## src/rtl/text_cfg_pkg.sv

```systemverilog
// Shared configuration for the text message path: sizes, blank code, FSM states
// and the fixed message table copied into the character buffer.
package text_cfg_pkg;

  localparam int unsigned MSG_NUM     = 8;
  localparam int unsigned MSG_MAX_LEN = 64;
  localparam int unsigned CHAR_W      = 7;
  localparam int unsigned ADDR_W      = 8;
  localparam int unsigned ID_W        = $clog2(MSG_NUM);
  localparam int unsigned IDX_W       = $clog2(MSG_MAX_LEN) + 1;

  localparam logic [CHAR_W-1:0] BLANK_CHAR = 7'h20;
  localparam logic [CHAR_W-1:0] CHAR_NUL   = 7'h00;
  localparam logic [CHAR_W-1:0] CHAR_NL    = 7'h0A;

  // Out-of-range id latched at reset so the power-up copy finds no message.
  localparam logic [ID_W:0] ID_NONE = MSG_NUM[ID_W:0];

  typedef enum logic [1:0] {
    ST_IDLE,
    ST_CLEAR,
    ST_COPY,
    ST_DONE
  } text_msg_state_t;

  localparam logic [CHAR_W-1:0] MSG_ROM [MSG_NUM][MSG_MAX_LEN] = '{
    // 0: "HI"
    '{0: 7'h48, 1: 7'h49, default: 7'h00},
    // 1: "OK"
    '{0: 7'h4F, 1: 7'h4B, default: 7'h00},
    // 2: "A\nB"
    '{0: 7'h41, 1: 7'h0A, 2: 7'h42, default: 7'h00},
    // 3: 64 x 'X' with no terminator
    '{default: 7'h58},
    // 4: "GAME\nOVER"
    '{0: 7'h47, 1: 7'h41, 2: 7'h4D, 3: 7'h45, 4: 7'h0A,
      5: 7'h4F, 6: 7'h56, 7: 7'h45, 8: 7'h52, default: 7'h00},
    // 5: 16 newlines then "W" (row wraps back to the top)
    '{0: 7'h0A, 1: 7'h0A, 2: 7'h0A, 3: 7'h0A, 4: 7'h0A, 5: 7'h0A,
      6: 7'h0A, 7: 7'h0A, 8: 7'h0A, 9: 7'h0A, 10: 7'h0A, 11: 7'h0A,
      12: 7'h0A, 13: 7'h0A, 14: 7'h0A, 15: 7'h0A, 16: 7'h57, default: 7'h00},
    // 6: "0123456789ABCDEFGH" (column wraps into row 1)
    '{0: 7'h30, 1: 7'h31, 2: 7'h32, 3: 7'h33, 4: 7'h34, 5: 7'h35,
      6: 7'h36, 7: 7'h37, 8: 7'h38, 9: 7'h39, 10: 7'h41, 11: 7'h42,
      12: 7'h43, 13: 7'h44, 14: 7'h45, 15: 7'h46, 16: 7'h47, 17: 7'h48,
      default: 7'h00},
    // 7: empty message
    '{default: 7'h00}
  };

endpackage

```

## src/rtl/text_msg_rom.sv

```systemverilog
// Combinational message ROM lookup; any out-of-range id or index reads as a terminator.
module text_msg_rom
  import text_cfg_pkg::*;
(
  input  logic [ID_W:0]      msg_id,
  input  logic [IDX_W-1:0]   idx,
  output logic [CHAR_W-1:0]  char_c
);

  always_comb begin
    char_c = CHAR_NUL;
    if ((int'(msg_id) < MSG_NUM) && (int'(idx) < MSG_MAX_LEN)) begin
      char_c = MSG_ROM[msg_id[ID_W-1:0]][idx[IDX_W-2:0]];
    end
  end

endmodule

```

## src/rtl/text_msg_ctl.sv

```systemverilog
// Owns the 16x16 character buffer: clears it and copies a ROM message on request,
// and serves the drawer's {row,col} reads with one cycle of latency.
module text_msg_ctl
  import text_cfg_pkg::*;
(
  input  logic              clk,
  input  logic              rst,
  input  logic              msg_req,
  input  logic [ID_W-1:0]   msg_id,
  output logic              busy,
  output logic              done,
  input  logic [ADDR_W-1:0] char_xy,
  output logic [CHAR_W-1:0] char_code
);

  localparam logic [ADDR_W-1:0] ADDR_LAST = '1;
  localparam logic [IDX_W-1:0]  IDX_END   = IDX_W'(MSG_MAX_LEN);

  text_msg_state_t   state, state_nxt;
  logic [ADDR_W-1:0] wr_addr, wr_addr_nxt;
  logic [IDX_W-1:0]  idx, idx_nxt;
  logic [3:0]        row, row_nxt;
  logic [3:0]        col, col_nxt;
  logic [ID_W:0]     id_q, id_nxt;

  logic              we;
  logic [ADDR_W-1:0] we_addr;
  logic [CHAR_W-1:0] we_data;
  logic [CHAR_W-1:0] rom_char;

  logic [CHAR_W-1:0] text_ram [2**ADDR_W];

  text_msg_rom u_rom (
    .msg_id (id_q),
    .idx    (idx),
    .char_c (rom_char)
  );

  always_ff @(posedge clk) begin
    if (rst) begin
      state   <= ST_CLEAR;
      wr_addr <= '0;
      idx     <= '0;
      row     <= '0;
      col     <= '0;
      id_q    <= ID_NONE;
      busy    <= 1'b0;
      done    <= 1'b0;
    end else begin
      state   <= state_nxt;
      wr_addr <= wr_addr_nxt;
      idx     <= idx_nxt;
      row     <= row_nxt;
      col     <= col_nxt;
      id_q    <= id_nxt;
      busy    <= (state_nxt == ST_CLEAR) || (state_nxt == ST_COPY);
      done    <= (state_nxt == ST_DONE);
    end
  end

  always_comb begin
    state_nxt   = state;
    wr_addr_nxt = wr_addr;
    idx_nxt     = idx;
    row_nxt     = row;
    col_nxt     = col;
    id_nxt      = id_q;
    we          = 1'b0;
    we_addr     = wr_addr;
    we_data     = BLANK_CHAR;

    case (state)
      ST_IDLE: begin
        if (msg_req) begin
          id_nxt      = {1'b0, msg_id};
          wr_addr_nxt = '0;
          state_nxt   = ST_CLEAR;
        end
      end

      ST_CLEAR: begin
        we          = 1'b1;
        wr_addr_nxt = wr_addr + ADDR_W'(1);
        if (wr_addr == ADDR_LAST) begin
          idx_nxt   = '0;
          row_nxt   = '0;
          col_nxt   = '0;
          state_nxt = ST_COPY;
        end
      end

      ST_COPY: begin
        if (rom_char == CHAR_NUL) begin
          state_nxt = ST_DONE;
        end else begin
          idx_nxt = idx + IDX_W'(1);
          if (rom_char == CHAR_NL) begin
            row_nxt = row + 4'd1;
            col_nxt = '0;
          end else begin
            we      = 1'b1;
            we_addr = {row, col};
            we_data = rom_char;
            col_nxt = col + 4'd1;
            if (col == 4'hF) row_nxt = row + 4'd1;
          end
          // Unterminated messages stop after the last allowed character.
          if (idx_nxt == IDX_END) state_nxt = ST_DONE;
        end
      end

      ST_DONE: state_nxt = ST_IDLE;

      default: state_nxt = ST_IDLE;
    endcase
  end

  // Buffer write port; the read below sees the pre-write contents on a collision.
  always_ff @(posedge clk) begin
    if (we) text_ram[we_addr] <= we_data;
  end

  always_ff @(posedge clk) begin
    if (rst) char_code <= '0;
    else     char_code <= text_ram[char_xy];
  end

endmodule
```

## config.mk

```make
export PLATFORM = sky130hd
export DESIGN_NAME = text_msg_ctl
export DESIGN_NICKNAME = d
export VERILOG_FILES = /design/src/rtl/text_cfg_pkg.sv /design/src/rtl/text_msg_rom.sv /design/src/rtl/text_msg_ctl.sv
export SDC_FILE = /design/constraint.sdc
export NUM_CORES = 2
export LEC_CHECK = 0
export BUFFER_PORTS_ARGS = -buffer_cell sky130_fd_sc_hd__buf_2
export CORE_ASPECT_RATIO = 1.2
export CORE_MARGIN = 3
export CORE_UTILIZATION = 60
export DETAILED_ROUTE_END_ITERATION = 8
export GPL_ROUTABILITY_DRIVEN = 0
export HOLD_SLACK_MARGIN = 0.03
export PLACE_DENSITY = 0.83
export SLEW_MARGIN = 40
export SYNTH_ARGS = -nofsm -noshare
export SYNTH_HDL_FRONTEND = slang
export SYNTH_HIERARCHICAL = 1
export SYNTH_SLANG_ARGS = --single-unit
```

## constraint.sdc

```tcl
create_clock -name clk -period 8.9 [get_ports clk]
set_clock_uncertainty 0.15 [all_clocks]
set_input_delay 0.89 -clock clk [delete_from_list [all_inputs] [get_ports clk]]
set_output_delay 0.89 -clock clk [all_outputs]
set_load 0.03 [all_outputs]
```

-- Word level (Yosys, flattened, before mapping)
Memories as Yosys holds them, arrays and structs flattened. A register that Yosys moved wholly into a read port is not among the register bits.
Index checks and enable logic that the tools add are counted.
- bits in registers: 31
- latch bits: 0
- memory bits (writable): 1792
- ROM bits: 3584
- memories kept: 2
- add/subtract/negate cells: 4
- multipliers: 0
- div/mod/pow operators: 0
- magnitude comparators: 4
- equality and inequality tests: 14
- shift operators: 0
- muxes and demuxes: 35
- bitwise logic cells: 2
- reduce and logical (&&, ||, !) cells: 10
- memory list (name ; depth ; bits a word ; read ports ; clocked after memory_dff ; write ports ; line ; source):
    (no name shown) ; 8 ; 448 ; 1 ; 0 ; 0 ; text_msg_rom.sv:13 ; char_c = MSG_ROM[msg_id[ID_W-1:0]][idx[IDX_W-2:0]];
    text_ram ; 256 ; 7 ; 1 ; 1 ; 1 ; text_msg_ctl.sv:31 ; logic [CHAR_W-1:0] text_ram [2**ADDR_W];
- operators with widths (operator ; number):
    two-way mux 448 bit ; 2
    two-way mux 7 bit ; 8
    binary-select mux 7 bit (select 6 bit) ; 1
    two-way mux 8 bit ; 4
    two-way mux 4 bit ; 6
    one-hot mux 4 bit (2 select lines) ; 2
    one-hot mux 8 bit (2 select lines) ; 1
    one-hot mux 7 bit (2 select lines) ; 1
    adder 4 x 1 -> 4 bit, second input constant ; 2
    adder 8 x 1 -> 8 bit, second input constant ; 1
    equality test 2 bit, second input constant ; 4
    equality test 8 bit, second input constant ; 1
    two-way mux 2 bit ; 4
    one-hot mux 2 bit (4 select lines) ; 1
    adder 7 x 1 -> 7 bit, second input constant ; 1
    equality test 7 x 4 -> 1 bit, second input constant ; 1
    equality test 7 bit, second input constant ; 1
    greater-or-equal comparator 7 bit, second input constant ; 1
    logical NOT 7 bit ; 1
    less-than comparator 7 bit, second input constant ; 1
    inverter 6 -> 7 bit ; 1
    inequality test 2 bit, second input constant ; 3
    equality test 2 x 1 -> 1 bit, second input constant ; 2
    equality test 4 bit, second input constant ; 1
    13 further kinds ; 18

-- Longest topological paths before layout
- depth in word-level cells: 14
- depth in mapped cells: 15
- mapped depth without buffers: 12

-- By module
The synthesis kept the hierarchy.
- modules (own cells, without submodules) (module ; instances ; cells an instance ; area each (sq um)):
    text_msg_ctl ; 1 ; 3721 ; 72052.9
    text_msg_rom ; 1 ; 119 ; 744.5

-- Worst setup path before layout
Ideal clock, no wire load.
- path kind: reg2reg
- start point: register id_q[1]
- end point: memory text_ram[0][1], data pin
- arrival: 6059 ps
- slack: 1818 ps
- cell stages (with the launch flop): 12
- buffers on the path: 2
- clock period less this slack: 7082 ps
- cell sequence: dfxtp_1 -> inv_1 -> ha_1 -> inv_1 -> or4_4 -> a21boi_1 -> a21boi_1 -> xor2_1 -> o31a_1 -> buf_6 -> buf_2 -> and2_1
- cells in the longest elaborated chain, start to end: 12
- RTL lines (item ; line ; source):
    from (decl) ; text_msg_ctl.sv:24 ; logic [ID_W:0] id_q, id_nxt;
    from (signal assigned) ; text_msg_ctl.sv:55 ; id_q <= id_nxt;
    inverter 3 -> 4 bit (implied by the code) ; text_msg_rom.sv:13 ;
    memory read (8 x 448 bit) ; - ;
    two-way mux 448 bit (implied by the code) (2 in a row) ; text_msg_rom.sv:13 ;
    binary-select mux 7 bit (select 6 bit) ; text_msg_rom.sv:13 ;
    two-way mux 7 bit (implied by the code) (2 in a row) ; text_msg_rom.sv:13 ;
    two-way mux 7 bit (*) ; text_msg_rom.sv:12 ; if ((int'(msg_id) < MSG_NUM) && (int'(idx) < MSG_MAX_LEN)) begin
    via rom_char[1] ; text_msg_ctl.sv:29 ; logic [CHAR_W-1:0] rom_char;
    equality test 7 x 4 -> 1 bit ; text_msg_ctl.sv:97 ; if (rom_char == CHAR_NL) begin
    two-way mux 7 bit ; text_msg_ctl.sv:97 ;
    two-way mux 7 bit (*) ; text_msg_ctl.sv:93 ; if (rom_char == CHAR_NUL) begin
    two-way mux 7 bit (*) ; text_msg_ctl.sv:72 ; case (state)
    via we_data[1] ; text_msg_ctl.sv:28 ; logic [CHAR_W-1:0] we_data;
    to (decl) ; text_msg_ctl.sv:31 ;
Mark *: on every way through the listed nets, which the timed path passes. The rest lies on a longest branch. The select of a mux whose other input is x is not followed.

-- Final worst setup path
- start point: register id_q[1]
- end point: memory text_ram[61][2], enable pin
- cells in the longest elaborated chain, start to end: 14
- RTL lines (item ; line ; source):
    inverter 3 -> 4 bit (implied by the code) ; text_msg_rom.sv:13 ;
    memory read (8 x 448 bit) ; - ;
    two-way mux 448 bit (implied by the code) (2 in a row) ; text_msg_rom.sv:13 ;
    binary-select mux 7 bit (select 6 bit) ; text_msg_rom.sv:13 ;
    two-way mux 7 bit (implied by the code) (2 in a row) ; text_msg_rom.sv:13 ;
    two-way mux 7 bit (*) ; text_msg_rom.sv:12 ;
    via rom_char[1] ; text_msg_ctl.sv:29 ;
    equality test 7 x 4 -> 1 bit ; text_msg_ctl.sv:97 ;
    two-way mux 1 bit ; text_msg_ctl.sv:97 ;
    two-way mux 1 bit ; text_msg_ctl.sv:93 ;
    one-hot mux 1 bit (2 select lines) ; text_msg_ctl.sv:72 ;
    two-way mux 1 bit ; text_msg_ctl.sv:120 ; if (we) text_ram[we_addr] <= we_data;
    two-way mux 1 bit (implied by the code) ; text_msg_ctl.sv:120 ;
Marks and branches as above.

==> summary.txt <==
Run status
  – Outcome: finished clean

Logic synthesis
  – Syn nets: 3868
  – Syn Area/Cell: 19.0 µm²
  – Ys flop type: edfxtp_1
  – Syn. warnings: 6
  – EDFF count, synth: 1792
  – Distinct cells, synth: 82
  – Post-synth ARST share: 0%
  – #FFs+latches synth: 1830
  – Cell area after synthesis: 0.0728 mm²
  – Seq/Total Area, Yosys: 75.0%
  – Synth Instances: 3840

STA
  – Setup TNS: 0 ps
  – Max-slew headroom: 33.1%
  – Setup-failing EPs final: 0
  – Final Hold Fails: 0
  – Final period util: 67.8%
  – Worst-margin pin slew: 993 ps
  – Minimum clock period: 6030 ps
  – RSZ-0062 raised after global routing: no
  – Slew Viols, Final: 0
  – Final WS setup: 2870 ps
  – Max Freq: 166 MHz

Placement
  – DP Area: 0.0745 mm²
  – Place WS: 2890 ps
  – Port Buf Inserts: 22
  – Dpl cells: 5225
  – Dpl hpwl: 107000 µm

Finish
  – Commonest cells after routing, fill and taps aside: 1792 x edfxtp_1, 347 x nor2_1, 346 x mux4_2
  – Final core occ: 66.4%
  – Most common cell after layout, fill and taps aside: edfxtp_1
  – Total of fill cells in the finished design: 6967
  – Finished Cell Area: 0.0797 mm²
  – Number of nets in the layout: 3868
  – Layout cells sized above 1: 18.9%
  – Area Growth Syn to Fin: 9.51%
  – Final non-filler cell total: 5527

Worst setup path
  – Crit start category: register
  – Reg-to-Reg Start: id_q[1]
  – R2R setup slack: 2870 ps
  – Setup CP Type: register to register
  – Crit. End Element: register
  – Worst r2r dst: text_ram[61][2]
  – Crit path required time: 9170 ps
  – Worst Path Max Fanout: 21
  – Crit path DAT: 6300 ps
  – Worst r2r path cells: 13

Die
  – I/O pin count: 23
  – # rows: 139
  – Starting density of the core: 60.7%
  – Die height: 388 µm
  – Die width: 324 µm
  – Total die area: 0.126 mm²
  – Core box area: 0.120 mm²

CTS
  – Hold_buf cts: 0
  – Clk root buf: clkbuf_16
  – Clock Tree Buf Depth: 3
  – Worst-Skew Late Latency: 820 ps
  – CTS tree: built
  – H-tree levels: 4
  – Clk slew on worst S/H paths: 70 ps
  – Cts repair resizes: 0
  – Post-CTS Setup Repair Bufs: 0
  – Total CTS buffers: 159
  – Sinks on Clock Net: 1830

Detailed routing
  – Routed Antenna Nets: 0
  – Pre-Repair DR Iteration Count: 7
  – Routed WL: 200000 µm
  – Vias: 41300
  – DRC viols: 0
  – Drt wl/cell: 36.1 µm
  – DRT iter0 DRCs: 7094
  – Vias per inst: 7.47

Hold path
  – Worst hold path depth: 3
  – Hold Path Sink: id_q[2]
  – Hold Crit Class: input port to register
  – Min-Delay Startpoint: msg_id[2]

Global route
  – GRT Overall Usage: 31.3%
  – Initial antenna violation count: 14
  – Total overflow reported by the global router: 0
  – Global-route wire length before repair: 283000 µm
  – Largest net degree at the start of global routing: 193
  – Vias in the first global route: 40100

Run
  – Maxcap violations: 0

Power
  – Leakage: 27.1 nW
  – VDD IR max: 0.000345 V
  – Power per cell area: 213 mW/mm²
-- where the power goes --
| group | internal, mW | switching [mW] | total (mW) |
|---|---|---|---|
| sequential | 9.35 | 0.0253 | 9.37 |
| clock | 3.69 | 3.21 | 6.90 |
| combinational | 0.200 | 0.509 | 0.709 |
-- routing by layer --
metal	vias up	routed length (µm)	global-route usage [%]
li1	15700	-	-
met1	20500	63300	40.4
met2	4214	95600	49.1
met3	883	27200	8.76
met4	13	13600	16.4
met5	-	122	0
-- Yosys cell counts, drive strengths merged (8+ instances only) --
library cell	count	area (µm²)
edfxtp	1792	53800
nor2	351	1320
mux4	346	7790
mux2i	239	2390
buf	139	796
nand2	101	379
clkbuf	98	368
o221ai	70	613
o21ai	68	348
a22oi	56	420
nor3	55	275
a21oi	51	255
nand3	51	260
dfxtp	38	761
nand2b	25	164
a221oi	23	201
a211oi	22	170
mux2	22	248
o22ai	20	125
nand4	19	119
inv	18	67.6
nor2b	18	113
or2	17	111
a2111oi	16	146
or3	15	121
ha	14	175
and2	13	82.6
nand3b	11	82.6
nor4	11	68.8
a31oi	9	56.3
and3	8	50.1
o2111ai	8	70.1
-- stage by stage --
stage	hold WS (ps)	total power, mW
2_1_floorplan	269	9.96
3_3_place_gp	298	10.2
3_5_place_dp	298	10.2
4_1_cts	159	16.9
5_1_grt	196	17.3
6_report	186	17.0
-- layout make-up --
cell class / instances / area (µm²) / area share [%]
Sequential cell: 1830 / 54600 / 68.5
Multi-Input combinational cell: 1755 / 17200 / 21.5
Clock buffer: 194 / 4240 / 5.32
Tap cell: 1551 / 1940 / 2.43
Timing Repair Buffer: 76 / 897 / 1.13
Clock inverter: 95 / 820 / 1.03
Inverter: 18 / 68.8 / 0.0863
Antenna cell: 8 / 20.0 / 0.0251
-- state kept, by name, indices dropped and copies added (netlist names) --
| name | cells |
|---|---|
| row | 4 |
| wr_addr | 8 |
| col | 4 |
| done | 1 |
| text_ram | 1792 |
| id_q | 4 |
| busy | 1 |
| idx | 7 |
| state | 2 |
| char_code | 7 |
-- critical path, cell delays in order (launching register included) --
cell and delay (ps):
dfxtp_1 570, inv_1 120, ha_1 390, inv_1 80, or4_4 530, a21boi_1 220, a21boi_1 390, xor2_1 290
o31a_2 540, mux2i_1 540, nand2b_1 360, or2_1 560, buf_4 330, nor2_1 550
-- worst max-delay path by stage --
stage / slack (ps) / cells after the start / startpoint / to
3_3_place_gp: 3140 / 11 / id_q[1] / text_ram[247][6]
2_1_floorplan: 1820 / 11 / id_q[1] / text_ram[0][1]
6_report: 2870 / 13 / id_q[1] / text_ram[61][2]
3_5_place_dp: 2890 / 13 / id_q[1] / text_ram[29][6]
5_1_grt: 2560 / 13 / id_q[1] / text_ram[61][5]
4_1_cts: 2860 / 13 / id_q[1] / text_ram[61][2]
-- kinds of logic after synthesis --
logic type,count (synthesis),synth area share [%]
buf+inv,255,1.69
compound gates,405,4.02
xor+xnor,8,0.0963
fa+ha+maj,14,0.241
mux,607,14.3
simple gates,721,4.65
flops,1830,75.0
Power figures use the tool's default switching activity.
